### src/rtl/counter_sched.sv
// Round-robin scheduler sharing one down-counting interval timer among NREQ requesters.
// Latency: grant one cycle after a request is seen in IDLE; done pulses L+1 cycles after grant.
// Backpressure: requests wait at their level until granted; dropping req while owning cancels the run.
module counter_sched #(
  parameter int NREQ  = 4,
  parameter int WIDTH = 16
) (
  input  logic                  clk,
  input  logic                  rst,
  input  logic [NREQ-1:0]       req,
  input  logic [NREQ*WIDTH-1:0] len,
  output logic [NREQ-1:0]       gnt,
  output logic                  busy,
  output logic [WIDTH-1:0]      cnt,
  output logic [NREQ-1:0]       done
);

  localparam int PW = $clog2(NREQ);

  typedef enum logic [1:0] {
    S_IDLE = 2'd0,
    S_RUN  = 2'd1,
    S_DONE = 2'd2
  } state_e;

  state_e                     state_q, state_d;
  logic [NREQ-1:0]            gnt_q, gnt_d;
  logic [NREQ-1:0]            done_q, done_d;
  logic [WIDTH-1:0]           cnt_q, cnt_d;
  // ptr doubles as the owner index while a run is in progress
  logic [PW-1:0]              ptr_q, ptr_d;

  logic [NREQ-1:0][WIDTH-1:0] len_a;
  logic                       any_req;
  logic                       tc;
  logic                       owner_req;
  logic [PW-1:0]              win;
  logic                       win_found;
  logic [PW:0]                idx;

  assign len_a     = len;
  assign any_req   = |req;
  assign tc        = (cnt_q == '0);
  assign owner_req = req[ptr_q];

  // Round-robin pick: first requester found searching upward from ptr+1 with wrap
  always_comb begin
    win       = ptr_q;
    win_found = 1'b0;
    idx       = '0;
    for (int k = 1; k <= NREQ; k++) begin
      idx = {1'b0, ptr_q} + (PW+1)'(k);
      if (idx >= (PW+1)'(NREQ)) begin
        idx = idx - (PW+1)'(NREQ);
      end
      if (!win_found && req[idx[PW-1:0]]) begin
        win       = idx[PW-1:0];
        win_found = 1'b1;
      end
    end
  end

  // State and datapath registers with synchronous reset
  always_ff @(posedge clk) begin
    if (rst) begin
      state_q <= S_IDLE;
      gnt_q   <= '0;
      done_q  <= '0;
      cnt_q   <= '0;
      ptr_q   <= PW'(NREQ-1);
    end else begin
      state_q <= state_d;
      gnt_q   <= gnt_d;
      done_q  <= done_d;
      cnt_q   <= cnt_d;
      ptr_q   <= ptr_d;
    end
  end

  // Next-state: terminal count takes priority over cancel; DONE always returns to IDLE
  always_comb begin
    state_d = state_q;
    case (state_q)
      S_IDLE: if (any_req) state_d = S_RUN;
      S_RUN: begin
        if (tc) begin
          state_d = S_DONE;
        end else if (!owner_req) begin
          state_d = S_IDLE;
        end
      end
      S_DONE:  state_d = S_IDLE;
      default: state_d = S_IDLE;
    endcase
  end

  // Next values of the registered outputs for each state
  always_comb begin
    gnt_d  = gnt_q;
    cnt_d  = cnt_q;
    done_d = '0;
    ptr_d  = ptr_q;
    case (state_q)
      S_IDLE: begin
        gnt_d = '0;
        cnt_d = '0;
        if (any_req) begin
          gnt_d[win] = 1'b1;
          cnt_d      = len_a[win];
          ptr_d      = win;
        end
      end
      S_RUN: begin
        if (tc) begin
          done_d = gnt_q;
          gnt_d  = '0;
        end else if (!owner_req) begin
          gnt_d = '0;
          cnt_d = '0;
        end else begin
          cnt_d = cnt_q - WIDTH'(1);
        end
      end
      default: begin
        gnt_d = '0;
        cnt_d = '0;
      end
    endcase
  end

  assign gnt  = gnt_q;
  assign done = done_q;
  assign cnt  = cnt_q;
  assign busy = (state_q != S_IDLE);

endmodule

### config.mk
export PLATFORM = sky130hd
export DESIGN_NAME = counter_sched
export DESIGN_NICKNAME = d
export VERILOG_FILES = /design/src/rtl/counter_sched.sv
export SDC_FILE = /design/constraint.sdc
export NUM_CORES = 1
export LEC_CHECK = 0
export BUFFER_PORTS_ARGS = -buffer_cell sky130_fd_sc_hd__buf_2
export CORE_MARGIN = 5
export CORE_UTILIZATION = 45
export CTS_CLUSTER_DIAMETER = 100
export DETAILED_ROUTE_END_ITERATION = 7
export GPL_TIMING_DRIVEN = 0
export PLACE_DENSITY = 0.82
export SYNTH_ARGS = -nofsm -noshare
export SYNTH_HDL_FRONTEND = slang
export SYNTH_SLANG_ARGS = --single-unit
export TNS_END_PERCENT = 5
### constraint.sdc
create_clock -name clk -period 2.8 [get_ports clk]
set_input_delay 0.14 -clock clk [delete_from_list [all_inputs] [get_ports clk]]
set_output_delay 0.14 -clock clk [all_outputs]
set_load 0.02 [all_outputs]
### Word-level counts from Yosys, hierarchy flattened

Cells that the tools add are included.

* flip-flop bits (word level): 28
* input bits: 70
* word-level logic and storage cells: 82

* add/sub/neg operators: 9
* order comparisons: 11
* equal/unequal tests: 4
* mux-type cells: 37
* bitwise operators: 2
* reductions and logical operators: 14

Operators with widths (count)
* 16-bit two-way mux: 4
* 16-bit binary-select mux with 2-bit select: 1
* 16-bit case mux with 2 select lines: 1
* 2-bit two-way mux: 11
* 2-bit by 3-bit < comparator with 1-bit output (second input constant): 6
* 16-bit logical NOT: 1
* 16-bit by 1-bit subtractor with 16-bit output (second input constant): 1
* 3-bit greater-or-equal comparator (second input constant): 4
* 4-bit two-way mux: 3
* 1-bit binary-select mux with 2-bit select: 5
* 1-bit two-way mux: 9
* 4-bit case mux with 2 select lines: 1
* 2-bit by 1-bit subtractor with 2-bit output (second input constant): 4
* 2-bit by 2-bit adder with 3-bit output (second input constant): 2
* 1-bit logical AND: 4
* 2-bit != test (second input constant): 2
* 2-bit case mux with 2 select lines: 1
* 2-bit AND reduction: 2
* 4-bit OR reduction: 1
* 2-bit by 1-bit adder with 3-bit output (second input constant): 1
* 2-bit by 3-bit adder with 3-bit output (second input constant): 1
* 1-bit logical NOT: 3
* 3-bit != test (second input constant): 1
* 3-bit OR reduction: 1
* other kinds (6): 7

### Depth between registers and ports, before layout

* depth after elaboration: 21
* mapped depth: 9
* depth with buffers taken out: 8

### Worst setup path after synthesis

OpenSTA, ideal clock, no wires.

* path kind: register -> register
* from: register cnt_q[9], in the netlist cnt[9]
* to: register done_q[0], in the netlist done[0]
* library setup time: 0.059 ns
* arrival time: 2.208 ns
* required time: 2.741 ns
* slack: 0.533 ns
* stages on the path, launching flop included: 6
* path buffers: 0
* period minus slack after synthesis: 2.267 ns
* cells stage by stage: dfxtp_1 or4_4 or3_1 or4_4 nor4b_4 and2_1

* cells in the longest elaborated chain, start to end: 3

Ends and longest elaborated chain
* start: declaration: line 29 `logic [WIDTH-1:0] cnt_q, cnt_d;`
* start signal: assignment: line 75 `cnt_q <= cnt_d;`
* 16-bit logical NOT: line 43 `assign tc = (cnt_q == '0);`
* 1-bit inverter (no line)
* 3-bit OR reduction (no line)
* end signal: assignment: line 74 `done_q <= done_d;`
* end: declaration: line 28 `logic [NREQ-1:0] done_q, done_d;`

Every way passes these cells.
A chain may end at the register's enable or synchronous reset.

### Worst setup path in the final report

* from: register ptr_q[0]
* to: register cnt_q[10], in the netlist cnt[10]

* cells in the longest elaborated chain, start to end: 19

Ends and longest elaborated chain
* start: declaration: line 31 `logic [PW-1:0] ptr_q, ptr_d;`
* start signal: assignment: line 70 `ptr_q <= PW'(NREQ-1);`
* start signal: assignment: line 76 `ptr_q <= ptr_d;`
* 2-bit by 1-bit adder with 3-bit output: line 52 `idx = {1'b0, ptr_q} + (PW+1)'(k);`
* 3-bit greater-or-equal comparator / 2-bit by 1-bit subtractor with 2-bit output (equally long branches): line 53, 54
* 2-bit two-way mux: line 53 `if (idx >= (PW+1)'(NREQ)) begin`
* 1-bit binary-select mux with 2-bit select: line 56 `if (!win_found && req[idx[PW-1:0]]) begin`
* 1-bit two-way mux (not written as such): line 56
* 1-bit two-way mux: line 56
* 1-bit logical NOT: line 56
* 1-bit logical AND: line 56
* [... 3 more ...]
* 1-bit two-way mux: line 56
* 1-bit logical NOT: line 56
* 1-bit logical AND: line 56
* 2-bit two-way mux: line 56
* 16-bit binary-select mux with 2-bit select: line 109 `cnt_d = len_a[win];`
* 16-bit two-way mux (not written as such): line 109
* 16-bit two-way mux: line 107 `if (any_req) begin`
* 16-bit case mux with 2 select lines *: line 103 `case (state_q)`

Every way passes the cells marked *; elsewhere a longest branch is shown, timed or not. The select of a mux whose other input is x is not followed.

==> results <==
- The number of cells on the worst hold path is 5.
- The final count of pins violating max slew is 0.
- The worst register-to-register path has a depth of 6.
- The detailed-route wire length per cell is around 14 um.
- After clock tree synthesis, the flow added hold-fix buffers numbering 0.
- The CTS clock-pin slew for the worst setup and hold paths is 0.09 ns.
- The number of standard cells after synthesis is roughly 200.
- The critical path class is reg2reg.
- The arrival time at the worst endpoint is between 2 and 3 ns.
- In the routed layout, each cell is associated on average with a via count of 5.32.
- After detailed routing, the met2 layer carries about 2400 um of wire.
- The synthesized netlist contains 42 unique library cells.
- The detail route stage leaves a number of antenna-violating nets equal to 0.
- In this run the number of H-tree levels came out at 1.
- The root buffer cell chosen for the clock tree is clkbuf_8.
- The Yosys warning count is 0.
- The post-route total power is around 1600 uW.
- The number of antenna diodes in the final layout is 0.
- The initial antenna violation count came to 0.
- Counting the buffers created by CTS gives 3.
- The count of unresolved DRC violations after routing is 0.
- In the finished design, the share of the clock period the worst path needs comes to 0.923.
- The number of setup buffers added after CTS is 0.
- The global route total overflow is 0.
- Setup repair after global routing left no endpoint under its margin.
- The dominant synthesized flop cell is dfxtp_1.
- The wire length of the first global-routing pass is between 8000 and 9000 um.
- The die is around 74 um tall.
- The worst setup path is captured at a flop.
- The mean post-synth cell area is about 9.4 um^2.
- The count of cells resized by post-cts repair is 0.
- The die covers 0.00548 mm^2.
- The post-route minimum period is between 2 and 3 ns.
- The largest single stage delay on the critical path is just under 0.8 ns.
- The detailed-route via count is ~1,800.
- The highest fanout seen on the critical path is 10.
- The number of nets in the synthesized netlist is around 270.
- The die width is between 70 and 80 um.
- The final layout contains routed wiring with a total length of between 4000 and 5000 um.
- By area the synthesized netlist is led by dfxtp_1, mux2i_1, mux2_2.
- For the worst setup path, the data required time is around 3.0 ns.
- The largest total area in the synthesized netlist belongs to dfxtp_1.
- The slack of the worst reg-to-reg path is approximately 0.22 ns.
- Detailed placement finished with a half-perimeter wire length of between 4000 and 5000 um.
- The CTS tree is done.
- For this design, the sink count on the clock tree is 28.
- The leakage power total is ~0.0012 uW.
- The critical path goes through nand2b_1, o21ai_0, a221oi_2, buf_2, mux2_2, o22ai_1.
- The areal power density over the cells is 667 mW/mm^2.
- The measured slew at the worst slew-check pin is 0.907 ns.
- The achievable frequency is roughly 0.39 GHz.
- After the first detailed-routing iteration, the DRC count stood at between 50 and 60.
- The post-synthesis register bit count is 28.
- The clock tree skew after final layout is 0.00164 ns.
- At the end of the flow, the number of nets in the layout was approximately 370.
- The fraction of layout instances using a drive strength above 1 is 0.447.
- For this block, wires on met1 add up to approximately 2100 um.
- The kind of launch point of the worst setup path is a flop.
- The fraction of the core area covered by cells at the end of the flow is 0.613.
- The synthesized cell area is ~0.0018 mm^2.
- In this run the count of I/O pins placed on the die edge is between 90 and 100.
- VDD sags by at most around 0.00042 V.
- In the final timing run, aggregate negative setup slack is 0 ns.
- The total track usage is 0.184.
- The pin count of the biggest net entering global routing is 17.
- The via count of the first global-routing pass came to between 1,500 and 2,000.
- The placement row count is 23.
- Once placement finished, the instance area stood at roughly 0.0024 mm^2.
- For this configuration, the core starts out at a cell density of 0.461.
- Yosys mapped a number of flops with a built-in enable equal to 0.
- At the end of routability-driven placement, the weighted congestion stood at 0.806.
- The share of the Yosys chip area taken by registers is 0.304.
- The longest clock path from root to sink contains 2 buffers.
- Among all stages on the critical path, the largest delay is contributed by a221oi_2.
- The finished cells cover approximately 0.0025 mm^2.
- The number of endpoints with negative hold slack in the final report came to 0.
- The later pin in the worst-skew pair is clocked with a latency of 0.27 ns.
- The core footprint is around 0.004 mm^2.
- The count of port buffers added during placement is 94.
- The area growth from synthesis to layout is 32.8%.
- The headroom to the max-slew limit is 0.395.
- The uppermost layer routed is met4.
- The max-capacitance violation count is 0.
- The setup violation total in the final timing report is 0.
- The run finished with clean final reports.
- Before antenna repair, the detailed router went through 4 iterations.
- The share of synthesized flip-flops with an asynchronous set or reset is 0.
- The path class of the tightest hold or removal check is in2reg.
- Of the post-synthesis cell area, the dominant cell type holds 0.304.
- Summed over all nets, wire length on met3 after detailed routing comes to roughly 390 um.
==> sequential cells by signal, summed over array words and instances (netlist names) <==
register and cells:
gnt 4, done 4, state_q 2, cnt 16, ptr_q 2
==> path summary, 6_finish.rpt <==
| path | from | to |
|---|---|---|
| max | ptr_q[0] | cnt[10] |
| max reg2reg | ptr_q[0] | cnt[10] |
| min reg2reg | gnt[1] | done[1] |
| min | len[33] | cnt[1] |
==> cells by family (layout without fill, tap and decap cells) <==
logic type,Yosys count,count (layout),synth area share
flops,28,28,0.304
compound gates,31,31,0.121
fa+ha+maj,1,1,0.00678
buf+inv,13,111,0.0292
mux,46,46,0.266
xor+xnor,14,14,0.0664
simple gates,64,64,0.206
==> synth_stat cells, types with 3 or more instances <==
library cell / number
and2_1: 4
buf_2: 4
clkbuf_1: 6
dfxtp_1: 28
inv_1: 3
mux2_2: 15
mux2i_1: 30
nand2_1: 4
nand2b_1: 3
nand3_1: 5
nand3b_1: 3
nor2_1: 17
nor3_1: 3
nor4_1: 3
o21ai_0: 3
o22ai_1: 14
or2_2: 3
or3_1: 4
xnor2_1: 8
xor2_1: 6
==> critical path: cells and delay by family, from the launching register on <==
kind / cells / cell delay [ns]
buffers and inverters: 1 / 0.39
DFF: 1 / 0.48
AOI/OAI and AO/OA: 3 / 1.08
muxes: 1 / 0.36
and+or+nand+nor: 1 / 0.18
==> layout by cell type (no fill, tap or decap), drive strengths merged, types with 3 or more instances in the layout <==
cell type and n:
buf 98, mux2i 30, dfxtp 28, nor2 18, mux2 15, o22ai 14
clkbuf 9, xnor2 8, xor2 6, or3 6, nand3 5, and2 4
nand2 4, or2 3, inv 3, nor4 3, nand2b 3, o21ai 3
nand3b 3, nor3 3, or4 3
==> through the flow <==
stage	hold WS, ns	worst slack, ns	instances
2_1_floorplan	0.418	0.533	197
3_3_place_gp	0.477	0.214	341
3_5_place_dp	0.482	0.197	341
4_1_cts	0.252	0.181	345
5_1_grt	0.279	0.00527	345
6_report	0.251	0.216	345
==> layout make-up <==
type | count | area [um^2]
flip-flops and latches | 28 | 561
well taps | 50 | 62.6
clock buffers | 3 | 41.3
inverters | 3 | 11.3
clock inverters | 1 | 30.0
fillers | 363 | 1550
multi-input cells | 156 | 1230
plain buffers | 10 | 43.8
repair buffers | 94 | 470
==> per-layer routing <==
layer	vias to the layer above	track usage
li1	927	-
met1	833	0.227
met2	69	0.328
met3	6	0.0297
met4	0	0.0523
met5	-	0
==> power breakdown <==
group | internal [uW] | switching [uW]
clock | 191 | 122
combinational | 385 | 409
sequential | 459 | 68.7
total | 1040 | 600
Power figures use the tool's default switching activity.
